`src/rtl/sum_serial_nb.sv`:
```
// Multi-cycle adder/subtractor: DIGIT bits per cycle through a registered carry,
// start/busy/done handshake, registered S/Cout/overflow/zero.
module sum_serial_nb #(
  parameter int WIDTH = 8,
  parameter int DIGIT = 1
) (
  input  logic             clk,
  input  logic             rst_n,
  input  logic             start,
  input  logic             sub,
  input  logic [WIDTH-1:0] A,
  input  logic [WIDTH-1:0] B,
  input  logic             Ci,
  output logic             busy,
  output logic             done,
  output logic [WIDTH-1:0] S,
  output logic             Cout,
  output logic             overflow,
  output logic             zero
);

  localparam int NSL = WIDTH / DIGIT;
  localparam int CW  = (NSL > 1) ? $clog2(NSL) : 1;
  localparam logic [CW-1:0] LAST = CW'(NSL - 1);

  generate
    if (WIDTH < 2 || DIGIT < 1 || (WIDTH % DIGIT) != 0) begin : g_bad_params
      $error("sum_serial_nb: WIDTH must be >= 2 and divisible by DIGIT");
    end
  endgenerate

  typedef enum logic [1:0] {IDLE, RUN, DONE} state_t;

  state_t           state;
  logic [WIDTH-1:0] a_r, b_r, acc;
  logic [CW-1:0]    cnt;
  logic             carry, cmsb;
  logic [DIGIT:0]   slice;
  logic             slice_cmsb;
  logic [WIDTH-1:0] acc_nxt;

  always_comb begin
    slice      = {1'b0, a_r[DIGIT-1:0]} + {1'b0, b_r[DIGIT-1:0]} + {{DIGIT{1'b0}}, carry};
    // Carry into the slice's top bit recovered from its sum bit and operands.
    slice_cmsb = slice[DIGIT-1] ^ a_r[DIGIT-1] ^ b_r[DIGIT-1];
    acc_nxt    = WIDTH'({slice[DIGIT-1:0], acc} >> DIGIT);
  end

  // busy/done are registered views of the state, so they trail it by one cycle;
  // acceptance waits for busy to drop so a start can never overlap the done cycle.
  always_ff @(posedge clk or negedge rst_n) begin
    if (!rst_n) begin
      state    <= IDLE;
      a_r      <= '0;
      b_r      <= '0;
      acc      <= '0;
      cnt      <= '0;
      carry    <= 1'b0;
      cmsb     <= 1'b0;
      busy     <= 1'b0;
      done     <= 1'b0;
      S        <= '0;
      Cout     <= 1'b0;
      overflow <= 1'b0;
      zero     <= 1'b0;
    end else begin
      busy <= (state != IDLE);
      done <= (state == DONE);
      case (state)
        IDLE: begin
          if (start && !busy) begin
            a_r   <= A;
            b_r   <= sub ? ~B : B;
            carry <= sub ? ~Ci : Ci;
            cnt   <= '0;
            state <= RUN;
          end
        end
        RUN: begin
          acc   <= acc_nxt;
          carry <= slice[DIGIT];
          a_r   <= a_r >> DIGIT;
          b_r   <= b_r >> DIGIT;
          cnt   <= cnt + CW'(1);
          if (cnt == LAST) begin
            cmsb  <= slice_cmsb;
            state <= DONE;
          end
        end
        DONE: begin
          S        <= acc;
          Cout     <= carry;
          overflow <= cmsb ^ carry;
          zero     <= (acc == '0);
          state    <= IDLE;
        end
        default: state <= IDLE;
      endcase
    end
  end

endmodule
```
`config.mk`:
```
export PLATFORM = sky130hd
export DESIGN_NAME = sum_serial_nb
export DESIGN_NICKNAME = d
export VERILOG_FILES = /design/src/rtl/sum_serial_nb.sv
export SDC_FILE = /design/constraint.sdc
export NUM_CORES = 1
export LEC_CHECK = 0
export BUFFER_PORTS_ARGS = -buffer_cell sky130_fd_sc_hd__buf_2
export CAP_MARGIN = 40
export CORE_UTILIZATION = 40
export CTS_CLUSTER_SIZE = 10
export DETAILED_ROUTE_END_ITERATION = 16
export SLEW_MARGIN = 20
export SYNTH_ARGS = -nofsm -noshare
export SYNTH_HDL_FRONTEND = slang
export SYNTH_SLANG_ARGS = --single-unit
```
`constraint.sdc`:
```
create_clock -name clk -period 1.92 [get_ports clk]
set_input_delay 0.384 -clock clk [delete_from_list [all_inputs] [get_ports clk]]
set_output_delay 0.384 -clock clk [all_outputs]
set_load 0.05 [all_outputs]
```
==> results_dict.tcl <==
set metrics [dict create \
    placed_area_um2 2160 \
    min_period_over_period 0.847 \
    power_mw 4.11 \
    fin_nets 224 \
    r2r_end "cmsb" \
    insertion_delay_ps 300 \
    cp_max_fo 3 \
    firstDrtPassIters 4 \
    cts_buffers 5 \
    ys_warn_count 0 \
    ios 34 \
    grt_pass1_vias 1269 \
    antenna_found_initial 0 \
    ys_seq_elements 44 \
    dp_hpwl_um 2420 \
    fmax_mhz 615 \
    rr_worst_depth 4 \
    finalWeightedCongestion 0.772 \
    status "complete, no violations" \
    root_buffer "clkbuf_8" \
    worst_path_max_delay_cell "fa_1" \
    yosys.area_share.simple 0.101 \
    htreeDepth 2 \
    slew_viol_final 0 \
    syn_area_um2 1950 \
    antenna_left 0 \
    portBuffers 33 \
    final_cell_area_um2 2270 \
    hold_viol_final 0 \
    clkSinkCount 44 \
    slew-limit-headroom 0.606 \
    worstHoldPathType "primary input to asynchronous set/reset pin" \
    routed_wl_um 3390 \
    synth_xor_area_frac 0.0540 \
    ff2ff_setup_slack_ps 290 \
    area_growth_pct 16.6 \
    vias_per_cell 5.13 \
    whs_ps 59.5 \
    rsz0062_at_grt "no" \
    fin_util 0.484 \
    cts_setup_buffers 0 \
    nFillCells 442 \
    dpl_worst_slack_ps 309 \
    async_flop_share 1.00 \
    synth_top_family_by_area "compound AO/OA/AOI/OAI gates" \
    seq_area_frac_synth 0.566 \
    crit_chain "fa_1, xnor2_1, xnor2_1, mux2_2" \
    ys_types 28 \
    stdcell_count 255 \
    pwr_density_cell_nw_per_um2 1810 \
    vias 1309 \
    crit_top_cell "xnor2_1" \
    synthCells 166 \
    grt_overflow_total 0 \
    synth_flop_cell "dfrtp_1" \
    cts_hold_buf 0 \
    path_clk_slew_ps 80 \
    leakagePower_nw 1.13 \
    endpoint_kind "flip-flop" \
    num_antenna_cells 0 \
    placed_cells 247 \
    grt_start_max_net_pins 24 \
    vdd_drop_max_mv 0.683 \
    drive_gt1_frac 0.333 \
    die_h_um 71.8 \
    finalCriticalPeriod_ps 1630 \
    post_cts_resized 0 \
    synth_compound_area_frac 0.140 \
    tightestPinTransition_ps 591 \
    setup_viol 0 \
    initial_utilization 0.415 \
    grt_pass1_wl_um 5610 \
    final.setup.tns_ps 0 \
    synth_edf_count 0 \
    cp-start-kind "flip-flop" \
    fin_skew_ps 6.74 \
    tritoncts "done" \
    synth-adder-area-share 0.0231 \
    crit_type "flip-flop to flip-flop" \
    core-area_um2 4690 \
    synth_area_per_cell_um2 11.7 \
    dieArea_um2 5150 \
    worstPathRequired_ps 2100 \
    cap_viol_max_count 0 \
    wire_per_inst_um 13.3 \
    slowest_delay_ps 520 \
    muxShareOfSynthArea 0.0578 \
    grt_usage 0.145 \
    r2r_start "a_r[0]" \
    die_x_um 71.8 \
    drt_iter0_drc 77 \
    fin_ws_ps 293 \
    cp.arrival_ps 1810 \
    rows 25 \
    synth_nets 190 \
    cts.path.max_buffers 2 \
    drc 0 \
]
## layout make-up
class / instances / area [µm²] / share of cell area
Sequential cell: 44 / 1100 / 0.485
Multi-Input combinational cell: 101 / 732 / 0.322
Timing Repair Buffer: 38 / 215 / 0.0948
Clock buffer: 5 / 68.8 / 0.0303
Tap cell: 54 / 67.6 / 0.0298
Clock inverter: 3 / 42.5 / 0.0187
Inverter: 10 / 42.5 / 0.0187
## synth_stat cells (2+ instances only)
master,instances,area [µm²]
a21oi_1,8,40.0
a221o_1,7,70.1
a22o_1,4,35.0
buf_2,5,25.0
clkbuf_1,3,11.3
dfrtp_1,44,1100
ha_1,2,25.0
inv_1,9,33.8
mux2_2,10,113
nand2_1,28,105
nor2_1,7,26.3
nor2b_1,2,12.5
nor4_1,2,12.5
o21ai_0,4,20.0
o22ai_2,8,100
xnor2_1,10,87.6
xor2_1,2,17.5
## placed cells by master (no fill, tap or decap), drive strengths merged, types with 2 or more instances in the layout
cell    synthesis  final
a21oi           8      8
a221o           7      7
a22o            4      4
buf             8     38
clkbuf          3      5
clkinv          1      2
dfrtp          44     44
ha              2      2
inv             9      9
mux2           10     10
nand2          28     28
nor2            7      7
nor2b           2      2
nor4            2      2
o21ai           4      4
o22ai           8      8
xnor2          10     10
xor2            2      2
## worst max-delay path, delay by kind of cell, from the launching register on
family / cells / cell delay [ps]
multiplexers: 1 / 260
flip-flops: 1 / 430
adder cells (fa/ha/maj): 1 / 520
XOR/XNOR: 2 / 300
## where the power goes
part	total, mW	internal (mW)	switching (mW)
registers	1.61	1.33	0.277
logic	1.80	0.716	1.08
clock network	0.699	0.385	0.314
## worst max path at each step
stage,endpoint,slack [ps],cells past startpoint,startpoint
floorplan,carry,270,5,busy
global placement,cmsb,360,4,a_r[0]
detailed placement,cmsb,310,4,a_r[0]
CTS,cmsb,290,4,a_r[0]
global route,cmsb,230,4,a_r[0]
finish,cmsb,290,4,a_r[0]
## flip-flops by register name, summed over array words and instances, names as in the netlist
| register | count |
|---|---|
| Cout | 1 |
| S | 8 |
| a_r | 8 |
| acc | 8 |
| b_r | 8 |
| busy | 1 |
| carry | 1 |
| cmsb | 1 |
| cnt | 3 |
| done | 1 |
| overflow | 1 |
| state | 2 |
| zero | 1 |
## routing by layer
metal  share of wire  GRT usage
met2            0.50      0.239
met5               0          0
met4           0.024     0.0784
met1            0.44      0.176
met3           0.041     0.0366
## logic make-up after synthesis
kind of cell / after synthesis
AO/OA/AOI/OAI: 32
XOR/XNOR: 12
adder cells (fa/ha/maj): 3
buffers and inverters: 21
flip-flops: 44
multiplexers: 10
AND/OR/NAND/NOR: 44
(Power assumes the default switching activity.)
